==> src/rtl/touch_pkg.sv <==
// Shared constants, event encodings and FSM states for the touch poll master.
package touch_pkg;
    localparam logic [2:0] TP_ADDR_NUM = 3'd0;
    localparam logic [2:0] TP_ADDR_XY  = 3'd1;
    localparam int         TP_W        = 480;
    localparam int         TP_H        = 272;

    localparam logic [1:0] EVT_NONE    = 2'b00;
    localparam logic [1:0] EVT_PRESS   = 2'b01;
    localparam logic [1:0] EVT_RELEASE = 2'b10;
    localparam logic [1:0] EVT_MOVE    = 2'b11;

    typedef enum logic [2:0] {
        IDLE,
        RD_NUM,
        WT_NUM,
        RD_XY,
        WT_XY,
        EVAL
    } tp_state_t;
endpackage

==> src/rtl/touch_poll_master_if.sv <==
// Avalon-MM read master bus towards the touch-clip register port.
interface touch_poll_master_if;
    logic [2:0]  avl_address;
    logic        avl_read;
    logic        avl_write;
    logic [31:0] avl_writedata;
    logic [31:0] avl_readdata;

    modport master (
        output avl_address, avl_read, avl_write, avl_writedata,
        input  avl_readdata
    );

    modport slave (
        input  avl_address, avl_read, avl_write, avl_writedata,
        output avl_readdata
    );
endinterface

==> src/rtl/touch_debounce.sv <==
// Debounces raw touch presence and classifies press/move/release events.
module touch_debounce
    import touch_pkg::*;
#(
    parameter int DEB_CNT = 3
) (
    input  logic        clk,
    input  logic        rst,
    input  logic        sample,
    input  logic        raw,
    input  logic [15:0] x,
    input  logic [15:0] y,
    output logic        touch_down,
    output logic [15:0] touch_x,
    output logic [15:0] touch_y,
    output logic        evt_valid,
    output logic [1:0]  evt_type
);

    logic [3:0] cnt;

    // One evaluation per sample strobe; the event strobe lands the cycle after.
    always_ff @(posedge clk or posedge rst) begin
        if (rst) begin
            cnt        <= '0;
            touch_down <= 1'b0;
            touch_x    <= '0;
            touch_y    <= '0;
            evt_valid  <= 1'b0;
            evt_type   <= EVT_NONE;
        end else begin
            evt_valid <= 1'b0;
            evt_type  <= EVT_NONE;
            if (sample) begin
                if (raw == touch_down) begin
                    cnt <= '0;
                    // Still touching: report a move only if the position changed.
                    if (touch_down && (x != touch_x || y != touch_y)) begin
                        touch_x   <= x;
                        touch_y   <= y;
                        evt_valid <= 1'b1;
                        evt_type  <= EVT_MOVE;
                    end
                end else if (cnt + 4'd1 == 4'(DEB_CNT)) begin
                    cnt        <= '0;
                    touch_down <= raw;
                    evt_valid  <= 1'b1;
                    if (raw) begin
                        touch_x  <= x;
                        touch_y  <= y;
                        evt_type <= EVT_PRESS;
                    end else begin
                        evt_type <= EVT_RELEASE;
                    end
                end else begin
                    cnt <= cnt + 4'd1;
                end
            end
        end
    end

endmodule

==> src/rtl/touch_poll_master.sv <==
// Periodic poller of the touch-clip port: timer, read FSM and debounce.
module touch_poll_master
    import touch_pkg::*;
#(
    parameter int POLL_DIV = 500000,
    parameter int DEB_CNT  = 3,
    parameter int RD_LAT   = 1
) (
    input  logic                clk,
    input  logic                rst,
    touch_poll_master_if.master bus,
    output logic                touch_down,
    output logic [15:0]         touch_x,
    output logic [15:0]         touch_y,
    output logic                evt_valid,
    output logic [1:0]          evt_type,
    output logic                poll_overrun
);

    localparam int TW = $clog2(POLL_DIV);

    tp_state_t   state, state_nx;
    logic [TW-1:0] timer;
    logic        tick, pending, pend_clr;
    logic [1:0]  wcnt;
    logic        lat_done;
    logic [2:0]  addr_q;
    logic        raw_q;
    logic [15:0] x_q, y_q;
    logic [15:0] rd_x, rd_y;
    logic        in_range;

    assign tick     = (timer == TW'(POLL_DIV - 1));
    assign lat_done = (wcnt == 2'(RD_LAT - 1));
    assign rd_x     = bus.avl_readdata[31:16];
    assign rd_y     = bus.avl_readdata[15:0];
    assign in_range = (rd_x < 16'(TP_W)) && (rd_y < 16'(TP_H));

    assign bus.avl_address   = addr_q;
    assign bus.avl_write     = 1'b0;
    assign bus.avl_writedata = '0;

    // Free-running poll interval timer.
    always_ff @(posedge clk or posedge rst) begin
        if (rst) timer <= '0;
        else if (tick) timer <= '0;
        else timer <= timer + TW'(1);
    end

    // Pending poll request; a tick landing on an unconsumed request is an overrun.
    always_ff @(posedge clk or posedge rst) begin
        if (rst) begin
            pending      <= 1'b0;
            poll_overrun <= 1'b0;
        end else if (tick) begin
            pending <= 1'b1;
            if (pending && !pend_clr) poll_overrun <= 1'b1;
        end else if (pend_clr) begin
            pending <= 1'b0;
        end
    end

    // Next state and read strobe; avl_read is combinational so reset kills it at once.
    always_comb begin
        state_nx     = state;
        bus.avl_read = 1'b0;
        pend_clr     = 1'b0;
        case (state)
            IDLE: if (pending) begin
                pend_clr = 1'b1;
                state_nx = RD_NUM;
            end
            RD_NUM: begin
                bus.avl_read = 1'b1;
                state_nx     = WT_NUM;
            end
            WT_NUM: if (lat_done) state_nx = (bus.avl_readdata[2:0] != 3'd0) ? RD_XY : EVAL;
            RD_XY: begin
                bus.avl_read = 1'b1;
                state_nx     = WT_XY;
            end
            WT_XY:   if (lat_done) state_nx = EVAL;
            EVAL:    state_nx = IDLE;
            default: state_nx = IDLE;
        endcase
    end

    // State, latency counter, held address and captured sample.
    always_ff @(posedge clk or posedge rst) begin
        if (rst) begin
            state  <= IDLE;
            wcnt   <= '0;
            addr_q <= TP_ADDR_NUM;
            raw_q  <= 1'b0;
            x_q    <= '0;
            y_q    <= '0;
        end else begin
            state <= state_nx;
            wcnt  <= (state == WT_NUM || state == WT_XY) ? wcnt + 2'd1 : 2'd0;
            if (state_nx == RD_NUM)     addr_q <= TP_ADDR_NUM;
            else if (state_nx == RD_XY) addr_q <= TP_ADDR_XY;
            if (state == WT_NUM && lat_done && bus.avl_readdata[2:0] == 3'd0) raw_q <= 1'b0;
            if (state == WT_XY && lat_done) begin
                raw_q <= in_range;
                x_q   <= rd_x;
                y_q   <= rd_y;
            end
        end
    end

    touch_debounce #(.DEB_CNT(DEB_CNT)) u_deb (
        .clk        (clk),
        .rst        (rst),
        .sample     (state == EVAL),
        .raw        (raw_q),
        .x          (x_q),
        .y          (y_q),
        .touch_down (touch_down),
        .touch_x    (touch_x),
        .touch_y    (touch_y),
        .evt_valid  (evt_valid),
        .evt_type   (evt_type)
    );

endmodule
==> src/flat_wrapper.sv <==
// flat-port wrapper written by rule: the top's interface ports become plain ports
module touch_poll_master_flat import touch_pkg::*;
#(
    parameter int POLL_DIV = 500000,
    parameter int DEB_CNT  = 3,
    parameter int RD_LAT   = 1
)
  (clk, rst, touch_down, touch_x, touch_y, evt_valid, evt_type, poll_overrun, bus_avl_address, bus_avl_read, bus_avl_write, bus_avl_writedata, bus_avl_readdata);
  touch_poll_master_if bus_i ();
  input  logic clk;
  input  logic rst;
  output logic touch_down;
  output logic [15:0] touch_x;
  output logic [15:0] touch_y;
  output logic evt_valid;
  output logic [1:0] evt_type;
  output logic poll_overrun;
  output wire logic [$bits(bus_i.avl_address)-1:0] bus_avl_address;
  output wire logic [$bits(bus_i.avl_read)-1:0] bus_avl_read;
  output wire logic [$bits(bus_i.avl_write)-1:0] bus_avl_write;
  output wire logic [$bits(bus_i.avl_writedata)-1:0] bus_avl_writedata;
  input wire logic [$bits(bus_i.avl_readdata)-1:0] bus_avl_readdata;
  assign bus_avl_address = bus_i.avl_address;
  assign bus_avl_read = bus_i.avl_read;
  assign bus_avl_write = bus_i.avl_write;
  assign bus_avl_writedata = bus_i.avl_writedata;
  assign bus_i.avl_readdata = bus_avl_readdata;
  touch_poll_master #(.POLL_DIV(POLL_DIV), .DEB_CNT(DEB_CNT), .RD_LAT(RD_LAT)) u_core (.clk(clk), .rst(rst), .bus(bus_i), .touch_down(touch_down), .touch_x(touch_x), .touch_y(touch_y), .evt_valid(evt_valid), .evt_type(evt_type), .poll_overrun(poll_overrun));
endmodule
==> config.mk <==
export PLATFORM = sky130hd
export DESIGN_NAME = touch_poll_master_flat
export DESIGN_NICKNAME = d
export VERILOG_FILES = /design/src/rtl/touch_pkg.sv /design/src/rtl/touch_poll_master_if.sv /design/src/rtl/touch_debounce.sv /design/src/rtl/touch_poll_master.sv /design/src/flat_wrapper.sv
export SDC_FILE = /design/constraint.sdc
export NUM_CORES = 1
export LEC_CHECK = 0
export ABC_AREA = 0
export CAP_MARGIN = 25
export CORE_MARGIN = 2
export CORE_UTILIZATION = 54
export CTS_CLUSTER_DIAMETER = 40
export DETAILED_ROUTE_END_ITERATION = 12
export GPL_ROUTABILITY_DRIVEN = 1
export PLACE_DENSITY = 0.86
export SKIP_LAST_GASP = 1
export SYNTH_ARGS = -nofsm -noshare
export SYNTH_HDL_FRONTEND = slang
export SYNTH_SLANG_ARGS = --single-unit
==> constraint.sdc <==
create_clock -name clk -period 3.8 [get_ports clk]
set_clock_uncertainty 0.05 [all_clocks]
set_input_delay 0.57 -clock clk [delete_from_list [all_inputs] [get_ports clk]]
set_output_delay 0.57 -clock clk [all_outputs]
set_load 0.01 [all_outputs]
==> results.md <==
Outcome:
- The flow ran to the end, and the final reports show no timing, DRC or antenna violations.

Global routing:
- The wire length of the first global-routing pass is 25500 um.
- The number of antenna violations at the first check in global routing is 0.
- The number of global-route vias before repair was 5037.
- Entering global routing, the biggest net connects 72 pins.
- The aggregate global-route resource usage is 25.3%.
- Summed over all layers, the global routing overflow is 0.

Timing:
- Setup violations remaining at the end of the flow were counted as 0.
- The total negative slack for setup checks is 0 ps.
- The final count of hold timing violations is 0.
- The transition at the pin with the smallest max-transition slack is 1020 ps.
- The part of the cycle the worst path needs is 74.6%.
- Final hold analysis gives a worst-case slack of 385 ps.
- The number of pins with negative max-slew slack in the final report is 0.
- In this run the tightest slew margin relative to its limit is 31.7%.
- Setup repair after global routing left no endpoint under its margin.
- Static timing analysis puts the maximum clock frequency at 0.353 GHz.
- The worst path in the final design needs a cycle of 2840 ps, including I/O delays and setup.

Power:
- The leakage power of the design is 3.23 nW.
- The maximum vdd ir drop is 0.180 mV.
- Dividing total power by cell area gives a power density of 309 nW/um2.
- The total power is 2.24 mW.

Layout:
- At the end of the flow the core is filled with cells to 63.9%.
- The synthesis-to-layout area growth is 16.0%.
- The share of post-route cells with drive strength above 1 is 11.4%.
- The antenna cell count is 0.
- The number of nets in the layout is 710.

CTS:
- The cell sitting at the root of the clock tree is a sky130_fd_sc_hd__clkbuf_16.
- The tree built by TritonCTS fans out to 100 sinks.
- The buffer count from post-CTS setup fixing is 0.
- No sink is reached through more buffers than the 2 on the longest clock path.
- At the later pin of the worst-skew pair, clock insertion delay measures 360 ps.
- Counting the buffers created by CTS gives 9.
- Gates resized during post-CTS repair numbered 0.
- The H-tree depth reported by CTS is 3.
- In this run, post-CTS hold repair placed 0 buffers.
- The clock slew seen by the registers of the worst setup and hold paths is 70 ps.
- TritonCTS built the clock tree.

Logic synthesis:
- The post-synthesis async set-or-reset flop share is 100%.
- The count of flip-flops with a built-in enable after synthesis is 0.
- In the synthesized netlist, the number of instances is 628.
- The part of the Yosys area used for sequential elements is 40.1%.
- The synthesis warning total is 0.
- Of all cell types, the one taking the most synthesized area is sky130_fd_sc_hd__dfrtp_1.
- Synthesis inferred 100 register bits.
- The number of distinct library cell variants in the gate-level netlist after synthesis is 50.
- The predominant post-synthesis flop cell is sky130_fd_sc_hd__dfrtp_1.
- The post-synthesis cell area is 6240 um2.
- Sorting the synthesized cells by how often they occur yields sky130_fd_sc_hd__dfrtp_1, sky130_fd_sc_hd__nand4_1, sky130_fd_sc_hd__nand2_1.
- The average footprint of a synthesized cell is 9.93 um2.
- Among all cell types in the netlist, the one instantiated most often is sky130_fd_sc_hd__dfrtp_1.
- By area the synthesized netlist is led by sky130_fd_sc_hd__dfrtp_1, sky130_fd_sc_hd__nand4_1, sky130_fd_sc_hd__mux2_2.
- The share of the synthesized area in the top cell type is 40.1%.

Routing:
- The first detailed-routing pass took 5 iterations.
- The remaining number of nets flagged by the antenna check after routing is 0.
- In the routed layout, each cell is associated on average with a via count of 6.26.
- The via total after detailed routing is 5136.
- The overall routed net length is 15500 um.
- The remaining routing DRC violations is 0.
- The DRC marker count from the first detailed-route iteration is 409.
- In the final routed layout, each cell accounts on average for 18.9 um.

Worst setup path:
- The data arrival time of the critical path is 2990 ps.
- The kind of critical path is flop to flop.
- The critical path data required time is 3960 ps.
- The maximum fanout along the worst path is 34.
- The worst setup path is captured at a flop.
- The kind of start point of the critical path is a flop.

Flow run:
- The count of max-cap constraint violations is 0.

Floorplan:
- The floorplan core area is 11300 um2.
- Measured along the y axis, the die boundary spans 111 um.
- The width of the die is 111 um.
- 108 I/O pins were placed.
- The die covers 12400 um2.
- The initial utilization of the core area, before any placement, comes to 55.1%.
- The number of placement rows is 39.

Hold path:
- The min-delay analysis places its worst path in the category flop to flop.

Placed design:
- Input and output buffers added on the ports amount to 72.
- The post-DP HPWL is 10200 um.
- The routability-driven placement congestion ratio is 0.824.
[power by group]
part | internal [mW] | total, mW | switching [mW] | leakage (nW)
combinational | 0.0582 | 0.122 | 0.0643 | 1.77
clock | 0.594 | 1.01 | 0.416 | 0.151
sequential | 1.08 | 1.11 | 0.0239 | 1.31
total | 1.73 | 2.24 | 0.505 | 3.23
[kinds of logic after synthesis]
group / after synthesis / share of synthesized area [%]
AO/OA/AOI/OAI: 59 / 7.36
XOR/XNOR: 50 / 7.02
adder cells (fa/ha/maj): 4 / 0.802
buffers and inverters: 93 / 8.73
flip-flops: 100 / 40.1
multiplexers: 66 / 11.3
other: 1 / 0.0601
AND/OR/NAND/NOR: 255 / 24.7
[critical path, cell delays in order (launching register included)]
cell	delay, ps
sky130_fd_sc_hd__dfrtp_1	440
sky130_fd_sc_hd__xor2_1	220
sky130_fd_sc_hd__nor4_2	420
sky130_fd_sc_hd__nand4_2	860
sky130_fd_sc_hd__o2111ai_1	540
sky130_fd_sc_hd__nand4_1	160
[stage by stage]
step,instances,setup slack [ps],area (um2)
2_1_floorplan,662,561,6360
3_3_place_gp,802,1190,6860
5_1_grt,820,839,7230
3_5_place_dp,803,1040,6880
4_1_cts,819,1020,7210
6_report,820,964,7230
[registers in the layout, indices dropped and copies added, names as in the netlist]
name,count
u_core.timer,19
u_core.u_deb.touch_x,16
u_core.u_deb.touch_y,16
u_core.x_q,16
u_core.y_q,16
u_core.u_deb.cnt,4
u_core.state,3
u_core.u_deb.evt_type,2
u_core.wcnt,2
u_core.bus.avl_address,1
u_core.pending,1
u_core.poll_overrun,1
u_core.raw_q,1
u_core.u_deb.evt_valid,1
u_core.u_deb.touch_down,1
[final cells by class]
class	instances	area (um2)
Tap cell	143	179
Sequential cell	100	2510
Clock buffer	10	239
Timing Repair Buffer	84	856
Multi-Input combinational cell	469	3330
Inverter	8	32.5
Fill cell	869	4090
Clock inverter	6	87.6
[layer usage]
| layer | vias to the layer above | share of wire [%] | GRT usage (%) |
|---|---|---|---|
| li1 | 2325 | - | - |
| met1 | 2535 | 41 | 32.9 |
| met2 | 237 | 49 | 41.3 |
| met3 | 39 | 7.9 | 6.26 |
| met4 | 0 | 2.6 | 9.14 |
| met5 | - | 0 | 0 |
[path summary, 6_finish.rpt]
kind                                             to  cells past startpoint                     from  slack (ps)
min in group asynchronous            u_core.y_q[12]                      2                      rst         630
max                        u_core.u_deb.touch_y[15]                      5  u_core.u_deb.touch_x[8]         960
min reg2reg                          u_core.wcnt[0]                      1           u_core.wcnt[0]         390
min                                  u_core.wcnt[0]                      1           u_core.wcnt[0]         390
max reg2reg                u_core.u_deb.touch_y[15]                      5  u_core.u_deb.touch_x[8]         960
max in group asynchronous            u_core.x_q[14]                      3                      rst        2390
[cell usage in the layout (no fill, tap or decap), types with 11 or more instances in the layout]
cell,Yosys,layout
sky130_fd_sc_hd__clkdlybuf4s50_1,0,72
sky130_fd_sc_hd__conb_1,1,35
sky130_fd_sc_hd__dfrtp_1,100,99
sky130_fd_sc_hd__mux2_2,32,32
sky130_fd_sc_hd__mux2i_1,33,33
sky130_fd_sc_hd__nand2_1,50,49
sky130_fd_sc_hd__nand4_1,69,69
sky130_fd_sc_hd__nor2_1,18,17
sky130_fd_sc_hd__nor2b_1,35,35
sky130_fd_sc_hd__nor3b_1,33,33
sky130_fd_sc_hd__o2111ai_1,32,32
sky130_fd_sc_hd__xnor2_1,11,11
sky130_fd_sc_hd__xor2_1,39,39
No activity file was read; power rests on OpenSTA's default activity.
